## src/rtl/mips_pkg.sv

```systemverilog
// Shared definitions for the MIPS instruction-fetch path.
// Holds the default widths, the fetch FSM state type and the byte-lane packing helper.
package mips_pkg;

    localparam int ADDR_W_DEF  = 6;
    localparam int INSTR_W_DEF = 32;

    typedef enum logic [1:0] {
        FS_IDLE  = 2'd0,
        FS_ISSUE = 2'd1,
        FS_DRAIN = 2'd2,
        FS_DONE  = 2'd3
    } fetch_state_e;

    // Only lanes 0..2 are stored; lane 3 goes straight from the memory bus into the instruction.
    function automatic logic [23:0] put_byte(
        input logic [23:0] acc,
        input logic [1:0]  idx,
        input logic [7:0]  b
    );
        logic [23:0] res;
        res = acc;
        case (idx)
            2'd0:    res[7:0]   = b;
            2'd1:    res[15:8]  = b;
            2'd2:    res[23:16] = b;
            default: res        = acc;
        endcase
        return res;
    endfunction

endpackage

```

## src/rtl/instr_fetch.sv

```systemverilog
// Fetches one 32-bit little-endian instruction from a byte-wide synchronous memory.
// The memory returns data one cycle after it samples the address.
module instr_fetch
    import mips_pkg::*;
#(
    parameter int ADDR_W  = ADDR_W_DEF,
    parameter int INSTR_W = INSTR_W_DEF
) (
    input  logic               clk_i,
    input  logic               rst_n_i,
    input  logic               req_i,
    input  logic [31:0]        pc_i,
    input  logic               flush_i,
    output logic [ADDR_W-1:0]  mem_addr_o,
    input  logic [7:0]         mem_rdata_i,
    output logic [INSTR_W-1:0] instr_o,
    output logic               valid_o,
    output logic               busy_o,
    output logic               err_o
);

    fetch_state_e       r_state;
    logic [1:0]         r_cnt;
    logic [ADDR_W-3:0]  r_base_hi;
    logic [23:0]        r_bytes;
    logic [ADDR_W-1:0]  r_mem_addr;
    logic [INSTR_W-1:0] r_instr;
    logic               r_valid;
    logic               r_busy;
    logic               r_err;

    logic               w_misaligned;
    logic [1:0]         w_cnt_inc;
    logic [1:0]         w_lane;
    logic [31:0]        w_assembled;
    logic               w_unused_pc;

    assign w_misaligned = (pc_i[1:0] != 2'b00);
    assign w_cnt_inc    = r_cnt + 2'd1;
    assign w_lane       = r_cnt - 2'd1;
    assign w_assembled  = {mem_rdata_i, r_bytes};
    assign w_unused_pc  = ^pc_i[31:ADDR_W];

    // Fetch sequencer: issues base+0..3, captures each byte two edges after its address.
    // DONE also acts as an accept window so back-to-back fetches start six edges apart.
    always_ff @(posedge clk_i) begin
        if (!rst_n_i) begin
            r_state    <= FS_IDLE;
            r_cnt      <= 2'd0;
            r_base_hi  <= '0;
            r_bytes    <= 24'd0;
            r_mem_addr <= '0;
            r_instr    <= '0;
            r_valid    <= 1'b0;
            r_busy     <= 1'b0;
            r_err      <= 1'b0;
        end else begin
            r_valid <= 1'b0;
            r_err   <= 1'b0;
            case (r_state)
                FS_IDLE, FS_DONE: begin
                    if (flush_i || !req_i) begin
                        r_state <= FS_IDLE;
                        r_busy  <= 1'b0;
                    end else if (w_misaligned) begin
                        r_state <= FS_IDLE;
                        r_busy  <= 1'b0;
                        r_err   <= 1'b1;
                    end else begin
                        r_state    <= FS_ISSUE;
                        r_busy     <= 1'b1;
                        r_cnt      <= 2'd0;
                        r_bytes    <= 24'd0;
                        r_base_hi  <= pc_i[ADDR_W-1:2];
                        r_mem_addr <= {pc_i[ADDR_W-1:2], 2'b00};
                    end
                end
                FS_ISSUE: begin
                    if (flush_i) begin
                        r_state <= FS_IDLE;
                        r_busy  <= 1'b0;
                        r_cnt   <= 2'd0;
                        r_bytes <= 24'd0;
                    end else begin
                        r_mem_addr <= {r_base_hi, w_cnt_inc};
                        r_cnt      <= w_cnt_inc;
                        if (r_cnt != 2'd0) begin
                            r_bytes <= put_byte(r_bytes, w_lane, mem_rdata_i);
                        end else begin
                            r_bytes <= r_bytes;
                        end
                        if (r_cnt == 2'd2) begin
                            r_state <= FS_DRAIN;
                        end else begin
                            r_state <= FS_ISSUE;
                        end
                    end
                end
                FS_DRAIN: begin
                    if (flush_i) begin
                        r_state <= FS_IDLE;
                        r_busy  <= 1'b0;
                        r_cnt   <= 2'd0;
                        r_bytes <= 24'd0;
                    end else if (r_cnt == 2'd0) begin
                        r_instr <= INSTR_W'(w_assembled);
                        r_valid <= 1'b1;
                        r_state <= FS_DONE;
                    end else begin
                        r_bytes <= put_byte(r_bytes, w_lane, mem_rdata_i);
                        r_cnt   <= w_cnt_inc;
                    end
                end
                default: begin
                    r_state <= FS_IDLE;
                    r_busy  <= 1'b0;
                    r_cnt   <= 2'd0;
                end
            endcase
        end
    end

    assign mem_addr_o = r_mem_addr;
    assign instr_o    = r_instr;
    assign valid_o    = r_valid;
    assign busy_o     = r_busy;
    assign err_o      = r_err;

endmodule

```

## config.mk

```make
export PLATFORM = sky130hd
export DESIGN_NAME = instr_fetch
export DESIGN_NICKNAME = d
export VERILOG_FILES = /design/src/rtl/mips_pkg.sv /design/src/rtl/instr_fetch.sv
export SDC_FILE = /design/constraint.sdc
export NUM_CORES = 1
export LEC_CHECK = 0
export CAP_MARGIN = 20
export CORE_ASPECT_RATIO = 1.75
export CORE_MARGIN = 2
export CORE_UTILIZATION = 43
export DETAILED_ROUTE_END_ITERATION = 12
export GPL_TIMING_DRIVEN = 0
export PLACE_DENSITY = 0.82
export SLEW_MARGIN = 20
export SYNTH_ARGS = -nofsm -noshare
export SYNTH_HDL_FRONTEND = slang
export SYNTH_SLANG_ARGS = --single-unit
```

## constraint.sdc

```tcl
create_clock -name clk_i -period 1.93 [get_ports clk_i]
set_input_delay 0.386 -clock clk_i [delete_from_list [all_inputs] [get_ports clk_i]]
set_output_delay 0.386 -clock clk_i [all_outputs]
set_load 0.05 [all_outputs]
```

==> run summary <==
Synth area leader - dfxtp_1
final worst slack - 0.0444 ns
syn nets - 387
Worst Hold Class - input pin to flip-flop
Relative slew margins - 64.1%
Non-Filler Instances - 494
DIE HEIGHT - 116 um
Antenna Violating Nets Remaining - 0
IO Count - 85
worst slack at placement - -0.607 ns
hold-fix buffers at CTS - 0
count of final setup violators - 0
First-pass DRT Iterations - 5
number of port buffers - 56
Internal Power - 2.73 mW
unrepaired setup endpoints after global routing - false
Final #Nets - 456
Synth Area in Compound Gates - 15.6%
ys async rst share - 0%
fill cell count - 600
actual slew at the worst max-slew pin - 0.537 ns
share of post-route cells with drive strength above 1 - 9.02%
ANT cells - 0
Worst setup EP type - output port
Layout Utilization - 60.0%
CP arrival - 1.50 ns
cells along the critical path - clkdlybuf4s50_1
CTS tree - done
Sink Count - 73
Design Power - 3.48 mW
Initial DRC Count - 120
Synth area leaders - dfxtp_1 47%, nand2_1 13%, mux2i_1 9.4%, a21boi_1 4.9%, a21boi_0 3.9%
gpl congestion - 0.805
Inst Count DP - 476
post-DR wirelength/cell - 15.4 um
fin crit share - 97.7%
Max IR drop VDD - 0.646 mV
largest family of logic cells by synthesized area - simple AND/OR/NAND/NOR gates
core area - 0.00691 sq mm
vias per inst - 5.17
Sw Share - 21.5%
skew final - 0.00651 ns
Mapped Area - 0.00308 sq mm
Startpoint Class - flip-flop
simple-gate share of the synthesized area - 20.6%
share of power burned in registers - 43.7%
Final Hold Viols - 0
Yosys cell types - 37
Post-Syn Instances - 336
Seq/Total Area, Yosys - 47.5%
Critical Setup Path Class - flip-flop to output port
final cell area excluding filler cells - 0.00415 sq mm
Switch Pwr - 0.746 mW
FMAX - 0.530 GHz
max incr delay on CP - 0.82 ns
HPWL Detailed - 5.40 mm
clock root buffer - clkbuf_16
sequential standard cell area - 0.00146 sq mm
GRT Overall Usage - 21.3%
Post-Synth XOR/XNOR Area - 0%
DIE AREA - 0.00787 sq mm
fin. max-slew vios - 0
synthesized area per cell - 9.16 sq um
mux share of post-synthesis cell area - 9.43%
Post-Synth Adder-Cell Area - 2.85%
commonest cells in the netlist - 104 x nand2_1, 73 x dfxtp_1, 29 x mux2i_1
top_reg_cell synth - dfxtp_1
status - complete, no violations
Placed Area - 0.00375 sq mm
Yosys reg bits - 73
Starting Density - 44.5%
Final min period - 1.89 ns
power per cell area - 838 mW/mm^2
Hold WS - 0.431 ns
via count - 2556
Gate power share - 6.3%
# rows - 40
global-route wire length before repair - 12.2 mm
total CTS buffers - 9
GRT overflow - 0
Clk pwr share - 50.0%
Worst EP required - 1.54 ns
largest net degree at the start of global routing - 13
CP top delay family - buffers and inverters
final setup TNS - 0 ns
WL final - 7.60 mm
clk_lat worst skew - 0.34 ns
area of the multi-input gates - 0.00151 sq mm
vias in the first global route - 2638
max_cap viols - 0
H-tree depth - 3
Critical-path top delay cell - clkdlybuf4s50_1
area growth from synthesis to layout - 34.8%
Post-synth EDFFs - 0
Clock Tree Buf Depth - 2
antenna violations before repair - 0
Ys Warns - 0
Synth top area share - 47.5%
WP buf/inv - 1
top-count cell post-synth - nand2_1
Die Wd - 67.9 um
Residual DRC - 0
Leak - 1.49 nW
clock-pin slew on the worst setup and hold paths - 0.06 ns
crit-path max FO - 2
[per-layer routing]
layer | part of all wire (%) | global-route usage, % | wire [um] | up-vias
li1 | - | - | - | 1267
met1 | 40 | 22.2 | 3020 | 1210
met2 | 53 | 36.9 | 4050 | 63
met3 | 3.7 | 5.15 | 281 | 16
met4 | 3.3 | 13.5 | 252 | 0
met5 | 0 | 0 | 0 | -
[flip-flops by register name (all words and copies together) (netlist names)]
signal and count:
r_cnt 2, valid_o 1, err_o 1, mem_addr_o 6
r_state 2, r_bytes 24, r_base_hi 4, instr_o 32
busy_o 1
[placed cells by master, fill, tap and decap left out, types with 3 or more instances in the layout]
master and instances:
nand2_1 104, dfxtp_1 73, clkdlybuf4s50_1 51, mux2i_1 29, a21boi_1 20, a21boi_0 16, clkbuf_1 13, clkbuf_16 9
ha_1 7, inv_1 6, clkbuf_2 6, o21ai_0 6, nand2b_1 5, nor2b_1 4, o211ai_1 4, nand3_1 4
nor3_1 3, a221oi_4 3, a21oi_1 3, clkbuf_8 3, dlygate4sd2_1 3, buf_12 3
[cell families after synthesis]
| kind of cell | after synthesis |
|---|---|
| compound gates | 58 |
| fa+ha+maj | 7 |
| buf+inv | 29 |
| flops | 73 |
| mux | 29 |
| simple gates | 140 |
[power by group through the flow]
stage	Combinational, mW	Sequential, mW	Clock [mW]
6_report	0.219	1.52	1.74
5_1_grt	0.234	1.52	1.83
4_1_cts	0.216	1.52	1.76
3_5_place_dp	0.199	1.55	0
3_3_place_gp	0.197	1.55	0
2_1_floorplan	0.115	1.56	0
[path summary, 6_finish.rpt]
kind         depth (start not counted)       start  slack [ns]           to
max                                  1  instr_o[1]        0.04   instr_o[1]
min                                  3     flush_i        0.43   r_state[0]
max reg2reg                          6  r_state[0]        0.10  r_bytes[12]
min reg2reg                          2  instr_o[6]        0.45   instr_o[6]
[what timing repair did]
action                                  in CTS  in global routing
gates resized for setup                      7                 14
endpoints found under the hold margin        0                  0
gates cloned                                 0                  0
buffers inserted                             3                  1
endpoints found under the setup margin      31                 52
pin swaps                                    3                  1
[area by class of cell]
class                      instances  share of cell area (%)
buffer                            21                    2.53
clock buffer                      13                    6.52
clock inverter                     3                    1.12
inverter                           6                   0.543
multi-input combinational        234                    36.3
sequential                        73                    35.2
tap                               84                    2.53
timing repair buffer              60                    15.2
No activity file was read; power rests on OpenSTA's default activity.
